--- config.mk ---
export PLATFORM = sky130hd
export DESIGN_NAME = multi_cycle_ctrl_flat
export DESIGN_NICKNAME = d
export VERILOG_FILES = /design/src/rtl/multi_cycle_ctrl_if.sv /design/src/rtl/multi_cycle_ctrl.sv /design/src/flat_wrapper.sv
export SDC_FILE = /design/constraint.sdc
export NUM_CORES = 1
export LEC_CHECK = 0
export BUFFER_PORTS_ARGS = -buffer_cell sky130_fd_sc_hd__buf_2
export CAP_MARGIN = 30
export CORE_UTILIZATION = 40
export CTS_CLUSTER_DIAMETER = 100
export DETAILED_ROUTE_END_ITERATION = 7
export GPL_TIMING_DRIVEN = 0
export PLACE_DENSITY_LB_ADDON = 0.3
export SLEW_MARGIN = 10
export SYNTH_ARGS = -nofsm -noshare
export SYNTH_HDL_FRONTEND = slang
export SYNTH_SLANG_ARGS = --single-unit
--- constraint.sdc ---
create_clock -name clk -period 2.5 [get_ports clk]
set_clock_uncertainty 0.15 [all_clocks]
set_input_delay 0 -clock clk [delete_from_list [all_inputs] [get_ports clk]]
set_output_delay 0 -clock clk [all_outputs]
set_load 0.005 [all_outputs]
--- src/rtl/multi_cycle_ctrl_if.sv ---
// Memory handshake bus between the control FSM and the shared memory port.
interface multi_cycle_ctrl_if;
  logic mem_req;
  logic mem_we;
  logic addr_sel;
  logic mem_ack;

  modport master (output mem_req, output mem_we, output addr_sel, input mem_ack);
  modport slave  (input mem_req, input mem_we, input addr_sel, output mem_ack);
endinterface

--- src/rtl/multi_cycle_ctrl.sv ---
// Main control FSM for the multi-cycle RV32I subset CPU: sequences fetch,
// decode, execute, memory and write-back, counts retired instructions and
// keeps sticky illegal/timeout flags. Strobes are combinational from state.
module multi_cycle_ctrl #(
  parameter int unsigned ADDR_WAIT_MAX = 255
) (
  input  logic                clk,
  input  logic                rstn,
  multi_cycle_ctrl_if.master  mem,
  input  logic [6:0]          opcode,
  input  logic [2:0]          funct3,
  input  logic                zero,
  output logic                ir_we,
  output logic                mdr_we,
  output logic                pc_we,
  output logic [1:0]          pc_sel,
  output logic [1:0]          alu_a_sel,
  output logic [1:0]          alu_b_sel,
  output logic [1:0]          alu_op,
  output logic                aluout_we,
  output logic                rf_we,
  output logic [1:0]          wb_sel,
  output logic [2:0]          state,
  output logic                illegal,
  output logic                timeout,
  output logic [31:0]         instr_cnt
);

  localparam int WW = (ADDR_WAIT_MAX < 2) ? 1 : $clog2(ADDR_WAIT_MAX + 1);

  localparam logic [6:0] OP_JAL   = 7'b1101111;
  localparam logic [6:0] OP_BR    = 7'b1100011;
  localparam logic [6:0] OP_LW    = 7'b0000011;
  localparam logic [6:0] OP_SW    = 7'b0100011;
  localparam logic [6:0] OP_ADDI  = 7'b0010011;
  localparam logic [6:0] OP_R     = 7'b0110011;
  localparam logic [6:0] OP_AUIPC = 7'b0010111;
  localparam logic [6:0] OP_JALR  = 7'b1100111;

  typedef enum logic [2:0] {
    S_IF = 3'd0, S_ID = 3'd1, S_EX = 3'd2, S_MEM = 3'd3, S_WB = 3'd4, S_HALT = 3'd5
  } state_e;

  state_e          state_q, state_d;
  logic            illegal_q, illegal_d;
  logic            timeout_q, timeout_d;
  logic [31:0]     instr_cnt_q, instr_cnt_d;
  logic [WW-1:0]   wait_q, wait_d;

  logic       req_c, we_c, asel_c, ir_we_c, mdr_we_c, pc_we_c, aluout_we_c, rf_we_c;
  logic [1:0] pc_sel_c, a_sel_c, b_sel_c, alu_op_c, wb_sel_c;
  logic       retire, op_legal, br_taken;

  // Strobe decode, next-state, flag and counter logic
  always_comb begin
    state_d     = state_q;
    illegal_d   = illegal_q;
    timeout_d   = timeout_q;
    wait_d      = wait_q;
    retire      = 1'b0;
    req_c       = 1'b0;
    we_c        = 1'b0;
    asel_c      = 1'b0;
    ir_we_c     = 1'b0;
    mdr_we_c    = 1'b0;
    pc_we_c     = 1'b0;
    pc_sel_c    = 2'd0;
    a_sel_c     = 2'd0;
    b_sel_c     = 2'd0;
    alu_op_c    = 2'd0;
    aluout_we_c = 1'b0;
    rf_we_c     = 1'b0;
    wb_sel_c    = 2'd0;
    br_taken    = (funct3 == 3'b000 && zero) || (funct3 == 3'b001 && !zero);

    case (opcode)
      OP_JAL, OP_BR, OP_LW, OP_SW, OP_ADDI, OP_R, OP_AUIPC, OP_JALR: op_legal = 1'b1;
      default:                                                       op_legal = 1'b0;
    endcase

    case (state_q)
      S_IF: begin
        req_c = 1'b1;
        if (mem.mem_ack) begin
          ir_we_c = 1'b1;
          state_d = S_ID;
        end
      end
      S_ID: begin
        // ALUOut = PC + imm, the branch/JAL target
        a_sel_c     = 2'd1;
        b_sel_c     = 2'd1;
        aluout_we_c = 1'b1;
        if (!op_legal || (opcode == OP_BR && funct3 != 3'b000 && funct3 != 3'b001)) begin
          illegal_d = 1'b1;
          state_d   = S_HALT;
        end else begin
          state_d = S_EX;
        end
      end
      S_EX: begin
        case (opcode)
          OP_LW, OP_SW: begin
            b_sel_c = 2'd1; aluout_we_c = 1'b1; state_d = S_MEM;
          end
          OP_ADDI: begin
            b_sel_c = 2'd1; alu_op_c = 2'd2; aluout_we_c = 1'b1; state_d = S_WB;
          end
          OP_R: begin
            alu_op_c = 2'd2; aluout_we_c = 1'b1; state_d = S_WB;
          end
          OP_AUIPC: begin
            a_sel_c = 2'd1; b_sel_c = 2'd1; aluout_we_c = 1'b1; state_d = S_WB;
          end
          OP_BR: begin
            alu_op_c = 2'd1;
            pc_we_c  = 1'b1;
            pc_sel_c = br_taken ? 2'd1 : 2'd0;
            retire   = 1'b1;
            state_d  = S_IF;
          end
          OP_JAL: begin
            pc_we_c = 1'b1; pc_sel_c = 2'd1; state_d = S_WB;
          end
          OP_JALR: begin
            b_sel_c = 2'd1; pc_we_c = 1'b1; pc_sel_c = 2'd2; state_d = S_WB;
          end
          default: state_d = S_HALT;
        endcase
      end
      S_MEM: begin
        req_c  = 1'b1;
        asel_c = 1'b1;
        we_c   = (opcode == OP_SW);
        if (mem.mem_ack) begin
          if (opcode == OP_SW) begin
            pc_we_c = 1'b1;
            retire  = 1'b1;
            state_d = S_IF;
          end else begin
            mdr_we_c = 1'b1;
            state_d  = S_WB;
          end
        end
      end
      S_WB: begin
        rf_we_c = 1'b1;
        if (opcode == OP_LW)                           wb_sel_c = 2'd1;
        else if (opcode == OP_JAL || opcode == OP_JALR) wb_sel_c = 2'd2;
        if (opcode != OP_JAL && opcode != OP_JALR) pc_we_c = 1'b1;
        retire  = 1'b1;
        state_d = S_IF;
      end
      default: ;
    endcase

    // Unacknowledged request: the ack always wins over the timeout
    if (req_c && !mem.mem_ack && wait_q == WW'(ADDR_WAIT_MAX - 1)) begin
      timeout_d = 1'b1;
      state_d   = S_HALT;
    end

    // IF/MEM are only left on ack or timeout, so any state change clears it
    if (state_d != state_q)            wait_d = '0;
    else if (req_c && !mem.mem_ack)    wait_d = wait_q + 1'b1;

    instr_cnt_d = instr_cnt_q + {31'd0, retire};
  end

  // FSM state, sticky flags and counters
  always_ff @(posedge clk or negedge rstn) begin
    if (!rstn) begin
      state_q     <= S_IF;
      illegal_q   <= 1'b0;
      timeout_q   <= 1'b0;
      instr_cnt_q <= '0;
      wait_q      <= '0;
    end else begin
      state_q     <= state_d;
      illegal_q   <= illegal_d;
      timeout_q   <= timeout_d;
      instr_cnt_q <= instr_cnt_d;
      wait_q      <= wait_d;
    end
  end

  // Reset gates every strobe so an in-flight request drops immediately
  assign mem.mem_req  = rstn & req_c;
  assign mem.mem_we   = rstn & we_c;
  assign mem.addr_sel = rstn & asel_c;
  assign ir_we        = rstn & ir_we_c;
  assign mdr_we       = rstn & mdr_we_c;
  assign pc_we        = rstn & pc_we_c;
  assign aluout_we    = rstn & aluout_we_c;
  assign rf_we        = rstn & rf_we_c;
  assign pc_sel       = rstn ? pc_sel_c : 2'd0;
  assign alu_a_sel    = rstn ? a_sel_c  : 2'd0;
  assign alu_b_sel    = rstn ? b_sel_c  : 2'd0;
  assign alu_op       = rstn ? alu_op_c : 2'd0;
  assign wb_sel       = rstn ? wb_sel_c : 2'd0;

  assign state     = state_q;
  assign illegal   = illegal_q;
  assign timeout   = timeout_q;
  assign instr_cnt = instr_cnt_q;

endmodule

--- src/flat_wrapper.sv ---
// flat-port wrapper written by rule: the top's interface ports become plain ports
module multi_cycle_ctrl_flat 
#(
  parameter int unsigned ADDR_WAIT_MAX = 255
)
  (clk, rstn, opcode, funct3, zero, ir_we, mdr_we, pc_we, pc_sel, alu_a_sel, alu_b_sel, alu_op, aluout_we, rf_we, wb_sel, state, illegal, timeout, instr_cnt, mem_mem_req, mem_mem_we, mem_addr_sel, mem_mem_ack);
  multi_cycle_ctrl_if mem_i ();
  input  logic clk;
  input  logic rstn;
  input  logic [6:0] opcode;
  input  logic [2:0] funct3;
  input  logic zero;
  output logic ir_we;
  output logic mdr_we;
  output logic pc_we;
  output logic [1:0] pc_sel;
  output logic [1:0] alu_a_sel;
  output logic [1:0] alu_b_sel;
  output logic [1:0] alu_op;
  output logic aluout_we;
  output logic rf_we;
  output logic [1:0] wb_sel;
  output logic [2:0] state;
  output logic illegal;
  output logic timeout;
  output logic [31:0] instr_cnt;
  output wire logic [$bits(mem_i.mem_req)-1:0] mem_mem_req;
  output wire logic [$bits(mem_i.mem_we)-1:0] mem_mem_we;
  output wire logic [$bits(mem_i.addr_sel)-1:0] mem_addr_sel;
  input wire logic [$bits(mem_i.mem_ack)-1:0] mem_mem_ack;
  assign mem_mem_req = mem_i.mem_req;
  assign mem_mem_we = mem_i.mem_we;
  assign mem_addr_sel = mem_i.addr_sel;
  assign mem_i.mem_ack = mem_mem_ack;
  multi_cycle_ctrl #(.ADDR_WAIT_MAX(ADDR_WAIT_MAX)) u_core (.clk(clk), .rstn(rstn), .mem(mem_i), .opcode(opcode), .funct3(funct3), .zero(zero), .ir_we(ir_we), .mdr_we(mdr_we), .pc_we(pc_we), .pc_sel(pc_sel), .alu_a_sel(alu_a_sel), .alu_b_sel(alu_b_sel), .alu_op(alu_op), .aluout_we(aluout_we), .rf_we(rf_we), .wb_sel(wb_sel), .state(state), .illegal(illegal), .timeout(timeout), .instr_cnt(instr_cnt));
endmodule
==> After elaboration in Yosys (flattened, before gate mapping) <==
Index checks and enable logic that the tools add are counted.
{ "word_totals": {"register_bits": 45, "out_inout_bits": 55, "wordCells": 104, "input_bits": 14} }
{ "op_classes": {"eq_ne": 18, "muxes": 45, "n_addsub": 2, "bitwise_logic": 8, "reduce_logical": 26} }
{ "ops": {"columns": ["operator", "n"], "rows": [
  ["adder 32 x 1 -> 32 bit", 1],
  ["equality test 7 bit, second input constant", 3],
  ["2-to-1 mux 2 bit", 10],
  ["2-to-1 mux 1 bit", 19],
  ["2-to-1 mux 8 bit", 2],
  ["2-to-1 mux 3 bit", 5],
  ["one-hot mux 3 bit (5 select lines)", 1],
  ["OR reduction 5 bit", 3],
  ["equality test 7 x 5 -> 1 bit, second input constant", 2],
  ["equality test 7 x 6 -> 1 bit, second input constant", 2],
  ["!= test 7 bit, second input constant", 2],
  ["one-hot mux 2 bit (2 select lines)", 3],
  ["one-hot mux 3 bit (3 select lines)", 1],
  ["adder 8 x 1 -> 8 bit, second input constant", 1],
  ["AND 1 bit", 8],
  ["equality test 8 bit, second input constant", 1],
  ["OR reduction 8 bit", 1],
  ["equality test 7 x 2 -> 1 bit, second input constant", 1],
  ["logical AND 1 bit", 7],
  ["equality test 3 x 1 -> 1 bit, second input constant", 2],
  ["equality test 3 x 2 -> 1 bit, second input constant", 2],
  ["logical NOT 3 bit", 2],
  ["one-hot mux 1 bit (3 select lines)", 2],
  ["one-hot mux 2 bit (3 select lines)", 1],
  ["other kinds (11)", 17]
]} }

==> Logic depth before layout (Yosys ltp) <==
Gate-level depths: netlist (run 1).
{ "depth": {"word_depth": 10, "mapped_depth": 12, "mapped_depth_nobuf": 11} }

==> Worst setup path before layout (run 1) <==
Ideal clock, no wire load.
{ "synth_timing": {"path_type": "reg2reg", "start": "register u_core.state_q[0] (netlist: u_core.state[0])", "end": "register u_core.instr_cnt_q[18] (netlist: u_core.instr_cnt[18])", "path_stages_with_launch": 12, "arrival_ps": 2461, "n_path_buf": 2, "required_time_ps": 2271, "setup_ps": 79, "slack_ps": -190, "period_less_slack_ps": 2690, "path_cell_list": "dfrtp_1 > buf_2 > clkbuf_1 > o22a_1 > o21ai_0 > ha_1 > ha_1 > inv_1 > nor4_2 > nand2_1 > nor2_1 > xor2_1"} }
{ "synth_via": {"elab_chain_len": 3, "elab_cells_between_ends": 5, "classes_between": "add/sub: 1; eq/ne: 3; mux: 1"} }
{ "synth_lines": {"columns": ["item", "line", "rtl"], "rows": [
  ["start, declared", "multi_cycle_ctrl.sv:44", "state_e state_q, state_d;"],
  ["start signal, assigned", "multi_cycle_ctrl.sv:179", "state_q <= state_d;"],
  ["equality test 3 bit or equality test 3 x 2 -> 1 bit (tied branches)", "multi_cycle_ctrl.sv:81", "case (state_q)"],
  ["one-hot mux 1 bit (3 select lines) (*)", "multi_cycle_ctrl.sv:81", null],
  ["adder 32 x 1 -> 32 bit (*)", "multi_cycle_ctrl.sv:167", "instr_cnt_d = instr_cnt_q + {31'd0, retire};"],
  ["named net u_core.instr_cnt_d[18]", "multi_cycle_ctrl.sv:47", "logic [31:0] instr_cnt_q, instr_cnt_d;"],
  ["end signal, assigned", "multi_cycle_ctrl.sv:182", "instr_cnt_q <= instr_cnt_d;"],
  ["end, declared", "multi_cycle_ctrl.sv:47", null]
]} }
Mark *: on every way through the listed nets, which the timed path passes. The rest lies on a longest branch.
A chain may end at the register's enable or synchronous reset.

==> Final worst setup path (run 1) <==
{ "layout_timing": {"start": "register u_core.state_q[0] (netlist: u_core.state[0])", "end": "register u_core.instr_cnt_q[17] (netlist: u_core.instr_cnt[17])"} }
Same word-level chain as after synthesis.

==> results of run 1 <==
## layout make-up
cell class | count | share of cell area, %
flip-flops and latches | 45 | 33.9
inverters | 13 | 1.47
multi-input cells | 210 | 44.0
plain buffers | 8 | 1.77
well taps | 77 | 2.90
repair buffers | 73 | 12.3
clock inverters | 2 | 1.13
clock buffers | 6 | 2.49
## flip-flops by register name, indices dropped and copies added (netlist names)
register          cells
u_core.illegal        1
u_core.wait_q         8
u_core.timeout        1
u_core.instr_cnt     32
u_core.state          3
## per-stage QoR
| step | util, % | worst slack, ns |
|---|---|---|
| 6_report | 52.6 | 0.134 |
| 5_1_grt | 52.6 | 0.0103 |
| 4_1_cts | 52.3 | 0.000447 |
| 3_5_place_dp | 48.3 | -0.632 |
| 3_3_place_gp | 48.0 | -0.482 |
| 2_1_floorplan | - | 0.0427 |
## layer usage
layer  up-vias  routed length [um]
met5         -                   0
met4         0                  82
met3         6                 238
met2        56                2970
met1      1108                2670
li1       1119                   -
## kinds of logic after synthesis
kind of cell / count (synthesis)
xor gates and xnor gates: 41
AOI/OAI and AO/OA: 28
other: 1
DFF: 45
and+or+nand+nor: 135
adders and majority gates: 4
buffers and inverters: 22
## critical path: cells and delay by family (launching register included)
kind / cells / cell delay [ns]
buffers and inverters: 1 / 0.17
adder cells (fa/ha/maj): 1 / 0.19
XOR/XNOR: 1 / 0.16
flip-flops: 1 / 0.44
AND/OR/NAND/NOR: 4 / 0.76
AO/OA/AOI/OAI: 2 / 0.42
## worst min-delay path by stage
| stage | start | end | slack (ns) | cells past startpoint |
|---|---|---|---|---|
| 2_1_floorplan | rstn | u_core.illegal$_DFFE_PN0P_ | -0.45 | 0 |
| 3_3_place_gp | rstn | u_core.instr_cnt[31]$_DFF_PN0_ | 0.11 | 1 |
| 3_5_place_dp | rstn | u_core.instr_cnt[30]$_DFF_PN0_ | -0.22 | 1 |
| 4_1_cts | funct3[1] | u_core.illegal$_DFFE_PN0P_ | 0.004 | 4 |
| 5_1_grt | funct3[2] | u_core.illegal$_DFFE_PN0P_ | 0.02 | 4 |
| 6_report | funct3[1] | u_core.illegal$_DFFE_PN0P_ | 0.01 | 4 |
## timing repair
item                                    CTS  global route
pin swaps                                 5             6
endpoints found under the setup margin   23            20
cloned                                    0             0
hold buffers                              2             0
setup buffers                             6             0
endpoints found under the hold margin    45             0
gates resized for setup                  18             7
## cell usage after synthesis (all sizes together), types with 3 or more instances
cell type  count  area share [%]
a31oi          3            0.72
and3           9             2.4
xor2          16             5.4
a21oi          5            0.96
xnor2         25             8.4
nand2         26             3.8
nand3         21             4.0
inv           13             1.9
dfrtp         45              43
and4           6             2.0
nor2          28             4.0
buf            8             1.9
ha             4             1.9
o21ai          5            0.96
nor4           7             1.9
nor3b          4             1.5
nor3          11             2.1
nand4          6             1.4
## power by group through the flow
stage	logic, mW	registers (mW)	clock network, mW
3_3_place_gp	0.800	0.891	0
2_1_floorplan	0.540	0.890	0
5_1_grt	1.03	0.917	0.615
4_1_cts	0.910	0.902	0.590
6_report	0.923	0.904	0.573
3_5_place_dp	0.811	0.895	0
## cells in the final DEF, fill, tap and decap left out, types with 2 or more instances in the layout
cell type,instances
nor3b_2,2
conb_1,2
a31oi_1,3
and3_1,8
ha_1,2
buf_4,9
a21boi_0,2
nor3b_1,2
nor2_1,23
inv_1,12
nand2_1,23
o21bai_1,2
clkbuf_8,7
nand3_1,21
o21ai_0,4
o211ai_1,2
nand4_1,6
a21oi_1,5
and4_1,6
nand2_2,2
nand2b_1,2
xnor2_1,25
nor2b_1,2
nor3_1,11
buf_2,67
nor4_4,2
xor2_1,16
dfrtp_1,44
dlygate4sd3_1,2
nor2_2,5
ha_4,2
or2_2,2
nor4_1,5
==> results.py, run 1 <==
metrics = {
    "global_routing": {
        "grt_busiest_layer": "met2",
        "grt_pass1_vias": 2061,
        "gr-usage-met1_pct": 23.6,
        "use_met3_pct": 3.52,
        "overflow": 0,
        "antenna_found_initial": 0,
        "grt_pass1_wl_um": 9470,
        "track_usage_pct": 18.4,
        "grt_max_degree": 37,
        "met2_usage_pct": 30.9,
    },
    "placed_design": {
        "io_buffers": 64,
        "place_area_sq_um": 3050,
        "dp_hpwl_um": 4270,
        "gp_congestion": 0.899,
        "dp_cells": 419,
    },
    "timing": {
        "drv_slew": 0,
        "max_slew.worst_pin.slew_ns": 0.587,
        "final.setup.tns_ns": 0,
        "setup_viol_count_final": 0,
        "rsz0062_at_grt": "false",
        "max-slew-margin-rel_pct": 60.8,
        "finalHoldViolCount": 0,
        "min_period_over_period_pct": 94.6,
        "fin_hold_ws_ns": 0.0136,
        "clock.fmax_ghz": 0.423,
        "fin_crit_ns": 2.37,
    },
    "yosys": {
        "synth-main-ff-cell": "dfrtp_1",
        "synth_top_family_by_area": "simple AND/OR/NAND/NOR gates",
        "synth_seq_area_share_pct": 43.3,
        "synth-simple-area-share_pct": 29.1,
        "yosys_warnings": 0,
        "syn_avg_cell_area_sq_um": 9.42,
        "synth_area_sq_um": 2600,
        "post_synth_fa_ha_maj_area_fraction_pct": 1.92,
        "synth_cells": 276,
        "synth.ff_latch_count": 45,
        "synth_edf_count": 0,
        "ys_async_sr_fraction_pct": 100,
        "synth-compound-area-share_pct": 7.75,
        "synth_xor_xnor_area_share_pct": 13.8,
        "muxShareOfSynthArea_pct": 0,
        "yosysUniqueCellTypes": 49,
    },
    "routing": {
        "num_vias": 2289,
        "first_pass_iters": 4,
        "remaining_drc_errors": 0,
        "wl_per_cell_um": 13.7,
        "vias_per_cell": 5.27,
        "totalWireLength_um": 5960,
        "drt_iter0_markers": 64,
        "detail-route-antenna-nets": 0,
    },
    "cells_and_area": {
        "seqCellArea_sq_um": 1130,
        "diodes": 0,
        "synthToLayoutAreaGrowth_pct": 27.8,
        "fin_nets": 374,
        "fin_cells": 434,
        "drive_gt1_share_pct": 32.2,
        "num-fill-cells": 620,
        "multi_input_area_sq_um": 1460,
        "stdcell_area_sq_um": 3320,
    },
    "pwr": {
        "p_leak_nw": 1.64,
        "p_int_mw": 1.54,
        "powerDensity_nw_per_um2": 722,
        "irDropWorstVdd_v": 0.000438,
        "p_sw_uw": 863,
        "comb_power_share_pct": 38.5,
        "fin_total_pwr_mw": 2.40,
        "clockPowerShare_pct": 23.9,
        "seqPwrFrac_pct": 37.7,
        "p_sw_share_pct": 36.0,
    },
    "worst_setup_path": {
        "startpoint_type": "flop",
        "end_kind": "flop",
        "r2r_cells": 9,
        "cp_cell_sequence": "clkbuf_8 -> o22a_1 -> o21ai_2 -> ha_4 -> nand2_4 -> nor4_4 -> and2_4 -> and3_1 -> xor2_1",
        "cpMaxStageDelayCell": "dfrtp_2",
        "critPathMaxFanout": 10,
        "cp_data_arrival_time_ns": 2.44,
        "crit_start": "u_core.state[0]$_DFF_PN0_",
        "cp.required_ns": 2.57,
        "crit_path_end": "u_core.instr_cnt[17]$_DFF_PN0_",
        "r2r_start": "u_core.state[0]$_DFF_PN0_",
        "critical_path_class": "reg -> reg",
        "reg2reg_to": "u_core.instr_cnt[17]$_DFF_PN0_",
        "r2r_slack_ns": 0.13,
        "slowest_delay_ns": 0.44,
    },
    "floorplan": {
        "die_w_um": 82.6,
        "die_h_um": 82.6,
        "dieArea_sq_um": 6830,
        "io-pin-count": 69,
        "rows": 29,
        "core_sq_um": 6310,
        "start_util_pct": 41.2,
    },
    "clock_tree": {
        "clk_pin_slew_ns": 0.08,
        "clk_latency_ns": 0.30,
        "clockBufferDepth": 2,
        "cts_tree": "yes",
        "cts.htree.levels": 2,
        "clock_sink_count": 45,
        "cts_root_buf": "clkbuf_8",
        "cts_made_buffers": 5,
    },
    "status": {
        "outcome": "finished clean",
    },
    "worst_hold_path": {
        "hp-class": "in -> reg",
    },
    "run": {
        "cap_violations": 0,
    },
}
No activity file was read; power rests on OpenSTA's default activity.
==> inputs of run 2 (changes only) <==
--- a/config.mk
+++ b/config.mk
@@ -7,2 +7,3 @@
 export LEC_CHECK = 0
+export ABC_AREA = 1
 export BUFFER_PORTS_ARGS = -buffer_cell sky130_fd_sc_hd__buf_2
==> constraint.sdc (replaced) <==
create_clock -name clk -period 2.5 [get_ports clk]
set_clock_uncertainty 0.15 [all_clocks]
set_input_delay 0.25 -clock clk [delete_from_list [all_inputs] [get_ports clk]]
set_output_delay 0.25 -clock clk [all_outputs]
set_load 0.005 [all_outputs]
==> run 2 against run 1 <==
  * Hold slack improved by 0.22 ns
  * Synthesized area decreased by 1.6%
  * Total power decreased by 12%
  * First-iteration DRC count decreased by 22%
  * Critical endpoint is now u_core.instr_cnt[28]$_DFF_PN0_
  * Sequential share of layout area decreased by 1.1 points
  * The flow now finishes with violations (negative setup slack)
  * Largest cell class unchanged
==> results.py, run 2 <==
metrics = {
    "clock_tree": {
        "clockBufferDepth": 2,
        "cts.htree.levels": 2,
        "clk_pin_slew_ns": 0.08,
        "cts_made_buffers": 5,
        "clock_sink_count": 45,
        "clk_latency_ns": 0.29,
        "cts_tree": "yes",
        "cts_root_buf": "clkbuf_8",
    },
    "cells_and_area": {
        "drive_gt1_share_pct": 33.7,
        "fin_cells": 481,
        "mostFrequentLayoutCell": "buf_2",
        "synthToLayoutAreaGrowth_pct": 34.7,
        "largest_reg_flops": 32,
        "stdcell_area_sq_um": 3450,
        "fin_util_pct": 56.9,
        "layout_common_cells": "buf_2, nand2_1, dfrtp_1, nor2_1, inv_1",
        "fin_nets": 423,
        "diodes": 0,
        "num-fill-cells": 583,
    },
    "worst_setup_path": {
        "critPathMaxFanout": 5,
        "critical_path_class": "reg -> reg",
        "end_kind": "flop",
        "cp_data_arrival_time_ns": 2.62,
        "cp.required_ns": 2.56,
        "startpoint_type": "flop",
    },
    "floorplan": {
        "io-pin-count": 69,
        "die_h_um": 82.0,
        "dieArea_sq_um": 6720,
        "start_util_pct": 42.2,
        "die_w_um": 82.0,
        "rows": 28,
        "core_sq_um": 6060,
    },
    "yosys": {
        "synth-main-ff-cell": "dfrtp_1",
        "synth_edf_count": 0,
        "synth_common_cells": "nand2_1, dfrtp_1, nor2_1, inv_1",
        "syn_avg_cell_area_sq_um": 8.41,
        "ys_async_sr_fraction_pct": 100,
        "synth_area_sq_um": 2560,
        "synth_area_leaders": "dfrtp_1, nand2_1, xor2_1, nor2_1, xnor2_1",
        "synth.ff_latch_count": 45,
        "synth_top_area_share_pct": 44.0,
        "synth_top_cell_by_area": "dfrtp_1",
        "yosysUniqueCellTypes": 37,
        "yosys.cell_count.top_type": "nand2_1",
        "yosys_warnings": 0,
        "synth_seq_area_share_pct": 44.0,
        "synth_cells": 304,
    },
    "global_routing": {
        "antenna_found_initial": 0,
        "overflow": 0,
        "grt_pass1_vias": 2030,
        "grt_pass1_wl_um": 9180,
        "grt_max_degree": 28,
        "track_usage_pct": 17.7,
    },
    "status": {
        "violations": "negative setup slack",
        "outcome": "finished with violations",
    },
    "routing": {
        "detail-route-antenna-nets": 0,
        "drt_iter0_markers": 50,
        "totalWireLength_um": 5810,
        "num_vias": 2329,
        "vias_per_cell": 4.84,
        "remaining_drc_errors": 0,
        "first_pass_iters": 4,
        "wl_per_cell_um": 12.1,
    },
    "timing": {
        "finalHoldViolCount": 0,
        "finalWorstSetupSlack_ns": -0.0573,
        "fin_hold_ws_ns": 0.235,
        "drv_slew": 0,
        "setup_viol_count_final": 7,
        "final.setup.tns_ns": -0.223,
        "fin_crit_ns": 2.56,
        "rsz0062_at_grt": "true",
        "clock.fmax_ghz": 0.391,
        "min_period_over_period_pct": 102,
    },
    "placed_design": {
        "dp_slack_ns": -0.440,
        "place_area_sq_um": 3010,
        "gp_congestion": 0.802,
        "dp_cells": 447,
        "io_buffers": 66,
        "dp_hpwl_um": 4070,
    },
    "pwr": {
        "powerDensity_nw_per_um2": 611,
        "fin_total_pwr_mw": 2.11,
        "p_leak_nw": 1.86,
        "irDropWorstVdd_v": 0.000341,
    },
    "run": {
        "cap_violations": 0,
    },
    "worst_hold_path": {
        "hp-class": "in -> reg",
    },
}
==> run 2: changes by cell type after synthesis, moves of 6 or more <==
cell,change
nand2_1,+34
and3_1,-7
xnor2_1,-9
inv_1,+15
and4_1,-6
nor2_1,+15
==> run 2: path summary, 6_finish.rpt <==
path,startpoint,endpoint,slack (ns),cells after the start
setup / recovery,u_core.state[1]$_DFF_PN0_,u_core.instr_cnt[28]$_DFF_PN0_,-0.06,13
hold / removal,funct3[1],u_core.illegal$_DFFE_PN0P_,0.24,5
setup reg to reg,u_core.state[1]$_DFF_PN0_,u_core.instr_cnt[28]$_DFF_PN0_,-0.06,13
hold reg to reg,u_core.illegal$_DFFE_PN0P_,u_core.illegal$_DFFE_PN0P_,0.32,2
max in group asynchronous,rstn,u_core.instr_cnt[4]$_DFF_PN0_,1.01,4
min in group asynchronous,rstn,u_core.wait_q[3]$_DFFE_PN0P_,0.30,3
==> run 2: logic make-up (layout without fill, tap and decap cells) <==
group / Yosys count / after routing / share of synthesized area, %
AO/OA/AOI/OAI: 15 / 15 / 3.62
adder cells (fa/ha/maj): 4 / 4 / 1.96
flip-flops: 45 / 45 / 44.0
other: 1 / 2 / 0.147
AND/OR/NAND/NOR: 170 / 170 / 32.8
XOR/XNOR: 36 / 36 / 12.3
buffers and inverters: 33 / 134 / 5.14
==> run 2: metal layers <==
layer / up-vias / routed length [um] / track usage, %
met1: 1085 / 2720 / 23.2
met3: 5 / 239 / 3.00
met2: 58 / 2780 / 29.9
met5: - / 0 / 0
met4: 0 / 59 / 5.26
li1: 1181 / - / -
==> run 2: worst max-delay path: stages (launching register included) <==
cell and delay, ns:
dfrtp_2 0.41, buf_4 0.17, nor2_4 0.16, nand2_2 0.09
o211ai_1 0.13, ha_2 0.26, ha_4 0.15, nand3_4 0.09
nor3_4 0.16, nand2_2 0.12, nor2_4 0.15, nand4_4 0.12
nor2_2 0.12, xor2_1 0.18
==> run 2: power breakdown <==
group	switching (mW)	total, mW	internal [mW]
clock network	0.227	0.426	0.199
registers	0.123	0.927	0.805
logic	0.426	0.753	0.328
==> run 2: final cells by class <==
cell class,instances,area (sq um),area share (%)
multi-input combinational,227,1440,41.8
sequential,45,1130,32.8
inverter,31,119,3.45
tap,75,93.8,2.72
timing repair buffer,93,569,16.5
buffer,2,15.0,0.436
clock buffer,8,80.1,2.32
==> run 2: timing repair <==
item,4_1_cts,5_1_grt
hold buffers,2,0
resized for setup,16,16
pin swaps,11,12
gates cloned,0,0
setup endpoints to repair,17,19
hold endpoints to repair,21,0
setup buffers,15,8
